$ cat src/rtl/reset_sequencer.sv
`default_nettype none
// ============================================================================
//  Module   : reset_sequencer
//  Purpose  : Sequences system reset release. After reset_in deasserts, it is
//             synchronized, both reset outputs are held for HOLD_CYCLES, then
//             peripherals are released, and STAGGER_CYCLES later the CPU.
//             A button pulse (or, optionally, a watchdog expiry) restarts the
//             whole sequence. cause_out records the last reset cause.
//  Optional : RESET_SEQ_WATCHDOG_EN adds wdt_kick_in and a watchdog counter.
//  Ports    :
//    clk_in             in   system clock
//    reset_in           in   async active-low reset (PLL-lock qualified)
//    btn_press_in       in   one-cycle synchronous reset-button pulse
//    wdt_kick_in        in   watchdog kick (only with RESET_SEQ_WATCHDOG_EN)
//    periph_reset_n_out out  active-low peripheral/bus reset
//    cpu_reset_n_out    out  active-low CPU core reset
//    busy_out           out  high while any reset output is asserted
//    cause_out[1:0]     out  00 power-on, 01 button, 10 watchdog
//  Revision : 1.0  initial release
// ============================================================================
module reset_sequencer #(
  parameter int HOLD_CYCLES    = 16,
  parameter int STAGGER_CYCLES = 8,
  parameter int WDT_CYCLES     = 1024
) (
  input  logic       clk_in,
  input  logic       reset_in,
  input  logic       btn_press_in,
`ifdef RESET_SEQ_WATCHDOG_EN
  input  logic       wdt_kick_in,
`endif
  output logic       periph_reset_n_out,
  output logic       cpu_reset_n_out,
  output logic       busy_out,
  output logic [1:0] cause_out
);

  typedef enum logic [1:0] {
    ST_ASSERT  = 2'd0,
    ST_HOLD    = 2'd1,
    ST_STAGGER = 2'd2,
    ST_RUN     = 2'd3
  } state_t;

  localparam int HOLD_W = (HOLD_CYCLES > 1) ? $clog2(HOLD_CYCLES) : 1;
  localparam int STAG_W = (STAGGER_CYCLES > 1) ? $clog2(STAGGER_CYCLES) : 1;
  localparam logic [HOLD_W-1:0] HOLD_LAST = HOLD_W'(HOLD_CYCLES - 1);
  localparam logic [STAG_W-1:0] STAG_LAST = STAG_W'(STAGGER_CYCLES - 1);

  localparam logic [1:0] CAUSE_POR = 2'b00;
  localparam logic [1:0] CAUSE_BTN = 2'b01;

  // Elaboration-time guard on parameter ranges.
  if (HOLD_CYCLES < 1 || STAGGER_CYCLES < 1 || WDT_CYCLES < 2) begin : g_param_check
    $error("reset_sequencer: parameter out of range");
  end

  logic              sync_meta;
  logic              sync_rst;
  state_t            state;
  state_t            state_nxt;
  logic [HOLD_W-1:0] hold_cnt;
  logic [HOLD_W-1:0] hold_cnt_nxt;
  logic [STAG_W-1:0] stag_cnt;
  logic [STAG_W-1:0] stag_cnt_nxt;
  logic              periph_nxt;
  logic              cpu_nxt;
  logic              busy_nxt;
  logic [1:0]        cause_nxt;

`ifdef RESET_SEQ_WATCHDOG_EN
  localparam int               WDT_W      = $clog2(WDT_CYCLES);
  localparam logic [WDT_W-1:0] WDT_LAST   = WDT_W'(WDT_CYCLES - 1);
  localparam logic [1:0]       CAUSE_WDT  = 2'b10;

  logic [WDT_W-1:0] wdt_cnt;
  logic [WDT_W-1:0] wdt_cnt_nxt;

  always_ff @(posedge clk_in or negedge reset_in) begin
    if (!reset_in) begin
      wdt_cnt <= '0;
    end else begin
      wdt_cnt <= wdt_cnt_nxt;
    end
  end
`endif

  // Reset assertion is asynchronous; release ripples through two flops so
  // the sequence starts on a clean clock boundary.
  always_ff @(posedge clk_in or negedge reset_in) begin
    if (!reset_in) begin
      sync_meta          <= 1'b0;
      sync_rst           <= 1'b0;
      state              <= ST_ASSERT;
      hold_cnt           <= '0;
      stag_cnt           <= '0;
      periph_reset_n_out <= 1'b0;
      cpu_reset_n_out    <= 1'b0;
      busy_out           <= 1'b1;
      cause_out          <= CAUSE_POR;
    end else begin
      sync_meta          <= 1'b1;
      sync_rst           <= sync_meta;
      state              <= state_nxt;
      hold_cnt           <= hold_cnt_nxt;
      stag_cnt           <= stag_cnt_nxt;
      periph_reset_n_out <= periph_nxt;
      cpu_reset_n_out    <= cpu_nxt;
      busy_out           <= busy_nxt;
      cause_out          <= cause_nxt;
    end
  end

  always_comb begin
    state_nxt    = state;
    hold_cnt_nxt = '0;
    stag_cnt_nxt = '0;
    cause_nxt    = cause_out;

    case (state)
      ST_ASSERT: begin
        if (sync_rst) state_nxt = ST_HOLD;
      end
      ST_HOLD: begin
        if (hold_cnt == HOLD_LAST) state_nxt = ST_STAGGER;
        else                       hold_cnt_nxt = hold_cnt + 1'b1;
      end
      ST_STAGGER: begin
        if (stag_cnt == STAG_LAST) state_nxt = ST_RUN;
        else                       stag_cnt_nxt = stag_cnt + 1'b1;
      end
      default: ;  // ST_RUN: hold until a trigger
    endcase

`ifdef RESET_SEQ_WATCHDOG_EN
    // Counts unkicked RUN cycles; expiry restarts the sequence.
    wdt_cnt_nxt = '0;
    if (state == ST_RUN && !wdt_kick_in) begin
      if (wdt_cnt == WDT_LAST) begin
        state_nxt = ST_ASSERT;
        cause_nxt = CAUSE_WDT;
      end else begin
        wdt_cnt_nxt = wdt_cnt + 1'b1;
      end
    end
`endif

    // Button is applied last so it wins over a simultaneous watchdog expiry.
    if (btn_press_in) begin
      state_nxt    = ST_ASSERT;
      hold_cnt_nxt = '0;
      stag_cnt_nxt = '0;
      cause_nxt    = CAUSE_BTN;
    end

    // Outputs are decoded from the next state so they change on the same
    // edge as the state transition while still coming straight from flops.
    periph_nxt = (state_nxt == ST_STAGGER) || (state_nxt == ST_RUN);
    cpu_nxt    = (state_nxt == ST_RUN);
    busy_nxt   = (state_nxt != ST_RUN);
  end

endmodule
`default_nettype wire
$ cat config.mk
export PLATFORM = sky130hd
export DESIGN_NAME = reset_sequencer
export DESIGN_NICKNAME = d
export VERILOG_FILES = /design/src/rtl/reset_sequencer.sv
export SDC_FILE = /design/constraint.sdc
export NUM_CORES = 1
export LEC_CHECK = 0
export ABC_CLOCK_PERIOD_IN_PS = 1700
export BUFFER_PORTS_ARGS = -buffer_cell sky130_fd_sc_hd__buf_2
export CORE_ASPECT_RATIO = 0.8
export CORE_MARGIN = 1
export CORE_UTILIZATION = 35
export DETAILED_ROUTE_END_ITERATION = 10
export GPL_ROUTABILITY_DRIVEN = 0
export PLACE_DENSITY_LB_ADDON = 0.08
export SYNTH_ARGS = -nofsm -noshare
export SYNTH_HDL_FRONTEND = slang
export SYNTH_SLANG_ARGS = --single-unit
$ cat constraint.sdc
create_clock -name clk_in -period 1.7 [get_ports clk_in]
set_clock_uncertainty 0.1 [all_clocks]
set_input_delay 0.17 -clock clk_in [delete_from_list [all_inputs] [get_ports clk_in]]
set_output_delay 0.17 -clock clk_in [all_outputs]
set_load 0.01 [all_outputs]
==> summary.txt <==
Clock network
  – Inserted Clock Buffers: 3
  – Clk slew on worst S/H paths: 0.09 ns
  – Htree depth: 1
  – CTS tree: yes
  – Clock Root Buffer: clkbuf_4
  – Post-CTS sizing: 0
  – CTS Hold Bufs: 1
  – Clock sinks: 15
  – Post-CTS Setup Bufs: 0
  – Longest Clk Path Bufs: 2
  – Skew-Pair Late Insertion Delay: 0.28 ns

Synth
  – Mapped Cells: 46
  – Most used DFF post-synth: dfrtp_1
  – Mux contribution to synthesized area: 0.0167
  – Yosys cell types: 23
  – Sequential area share after synthesis: 0.630
  – Yosys top cell by area: dfrtp_1
  – Mapped Nets: 52
  – Area contributors post-synth: dfrtp_1 (59%), ha_1 (6.3%), dfstp_2 (4.4%)
  – Synth top cells by count: dfrtp_1 (14), nor2_1 (4), ha_1 (3)
  – Most common cell in the netlist: dfrtp_1
  – Post-Synth XOR/XNOR Area: 0.0146
  – Largest family of logic cells by synthesized area: simple AND/OR/NAND/NOR gates
  – Post-Synth Adder-Cell Area: 0.0628
  – Compound-gate portion of the synthesized area: 0.0983
  – Avg Inst Size Synth: 13.0 um^2
  – Cell Area, Synth: 598 um^2
  – Yosys reg bits: 15
  – Number of synthesized flops with an enable pin: 0
  – Warnings from Yosys: 0
  – Synth top area share: 0.586
  – Post-Synth Simple-Gate Area: 0.140
  – FFs w/ async S/R, synth: 1.00

Placement
  – Placed cell count: 72
  – IO Port Bufs: 6
  – Detailed Place HPWL: 651 um

Route
  – Detailed-route via count: 351
  – Antenna-violating nets left: 0
  – Vias/cell: 4.56
  – Drt first pass iters: 2
  – Residual DRC: 0
  – WL/cell: 11.8 um
  – Total wire length: 907 um
  – DR iter-0 viols: 1

Final layout
  – Share of layout cells above drive strength 1: 0.250
  – Fillers: 142
  – Nets: 63
  – Antenna cells: 0
  – Final core utilization: 0.460
  – Non-Filler Instances: 77
  – Area Overhead vs Synth: 14.4%

Timing
  – Maximum clock rate: 0.745 GHz
  – Crit share post-route: 0.790
  – RSZ-0062 raised after global routing: false
  – Pins Over Slew Limit: 0
  – Final Hold Viols: 0
  – Setup_tns: 0 ns
  – Hold slack: 0.0598 ns
  – Fin crit period: 1.34 ns
  – # setup viols final: 0

Critical path
  – WP depth: 3
  – Critical Path End: state[0]$_DFF_PN0_
  – CP bufs+invs: 0
  – R2R setup slack: 0.36 ns
  – Crit Reg-Reg Endpoint: state[0]$_DFF_PN0_
  – Critical Path RT: 1.77 ns
  – Crit start category: flop
  – Largest delay contributor family on the critical path: flip-flops
  – Worst Path Arrival: 1.41 ns
  – CP Class: flop to flop
  – Worst-path cell chain: ha_1 > and3_1 > a221oi_1
  – CP max stage delay: 0.42 ns
  – Crit-path max FO: 4
  – Setup crit end kind: flop
  – Worst r2r src: hold_cnt[0]$_DFF_PN0_
  – Reg2Reg Depth: 3
  – Slowest cell on crit path: dfrtp_1
  – Crit path from: hold_cnt[0]$_DFF_PN0_

Global routing
  – Initial antenna violation count: 0
  – Largest net degree at the start of global routing: 16
  – Vias in the first global route: 344
  – GRT Residual Overflow: 0
  – Tot GR Track Use: 0.130
  – First-pass GRT wire length: 1550 um

Pwr
  – Worst VDD drop: 0.000650 V
  – P per Cell Area: 856 mW/mm^2
  – Leakage power total: 0.339 nW

Floorplan
  – Rows: 12
  – Die width: 48.2 um
  – Die Ht: 39.0 um
  – Initial core utilization: 0.402
  – CORE AREA: 0.00149 mm^2
  – Ports: 8
  – Die ar.: 0.00188 mm^2

Run
  – Max-cap violations: 0

Hold path
  – Worst hold start: btn_press_in
  – Worst hold path type: primary input to flop

Outcome
  – Status: finished clean
==> sequential cells by signal, summed over array words and instances, names as in the netlist <==
name                cells
hold_cnt                4
stag_cnt                3
state                   2
busy_out                1
cause_out               1
cpu_reset_n_out         1
periph_reset_n_out      1
sync_meta               1
sync_rst                1
==> stage by stage <==
stage          total power, mW  setup slack (ns)  cell area (um^2)
6_report                 0.586             0.358               684
5_1_grt                  0.615             0.304               684
4_1_cts                  0.599             0.365               684
3_5_place_dp             0.398             0.398               647
3_3_place_gp             0.396             0.423               647
2_1_floorplan            0.385             0.467               598
==> cells in the final DEF (no fill, tap or decap), types with 2 or more instances in the layout <==
cell      Yosys  final
buf_2         0      6
dfrtp_1      14     14
and2_1        2      2
clkbuf_4      0      3
nor3b_1       2      2
inv_1         2      2
nor2b_1       2      2
conb_1        2      2
nor2_1        4      4
ha_1          3      3
==> cell type report <==
cell class / count / area, um^2 / area share
Sequential cell: 15 / 377 / 0.550
Multi-Input combinational cell: 28 / 206 / 0.302
Timing Repair Buffer: 7 / 40.0 / 0.0585
Tap cell: 21 / 26.3 / 0.0384
Clock buffer: 3 / 22.5 / 0.0329
Inverter: 2 / 7.51 / 0.0110
Clock inverter: 1 / 5.00 / 0.00731
==> power by group <==
| group | internal [mW] | leakage [nW] | switching, mW |
|---|---|---|---|
| Clock | 0.0873 | 0.0177 | 0.106 |
| Sequential | 0.362 | 0.194 | 0.00531 |
| Combinational | 0.00908 | 0.127 | 0.0155 |
==> how the worst min path moves through the flow <==
stage | to | cells past startpoint
final | state[1]$_DFF_PN0_ | 2
after global routing | state[0]$_DFF_PN0_ | 2
after CTS | state[1]$_DFF_PN0_ | 2
after detailed placement | state[1]$_DFF_PN0_ | 1
after global placement | periph_reset_n_out$_DFF_PN0_ | 1
after floorplan | cause_out[0]$_DFFE_PN0P_ | 0
==> routing by layer <==
metal,wire length [um],global-route usage
met1,444,0.165
met5,0,0
met2,366,0.170
met3,71,0.0888
met4,24,0.0486
==> kinds of logic after synthesis <==
| kind of cell | Yosys count |
|---|---|
| compound gates | 7 |
| buf+inv | 3 |
| other cells | 2 |
| flops | 15 |
| simple gates | 14 |
| fa+ha+maj | 3 |
| xor+xnor | 1 |
| mux | 1 |
Power figures use the tool's default switching activity.
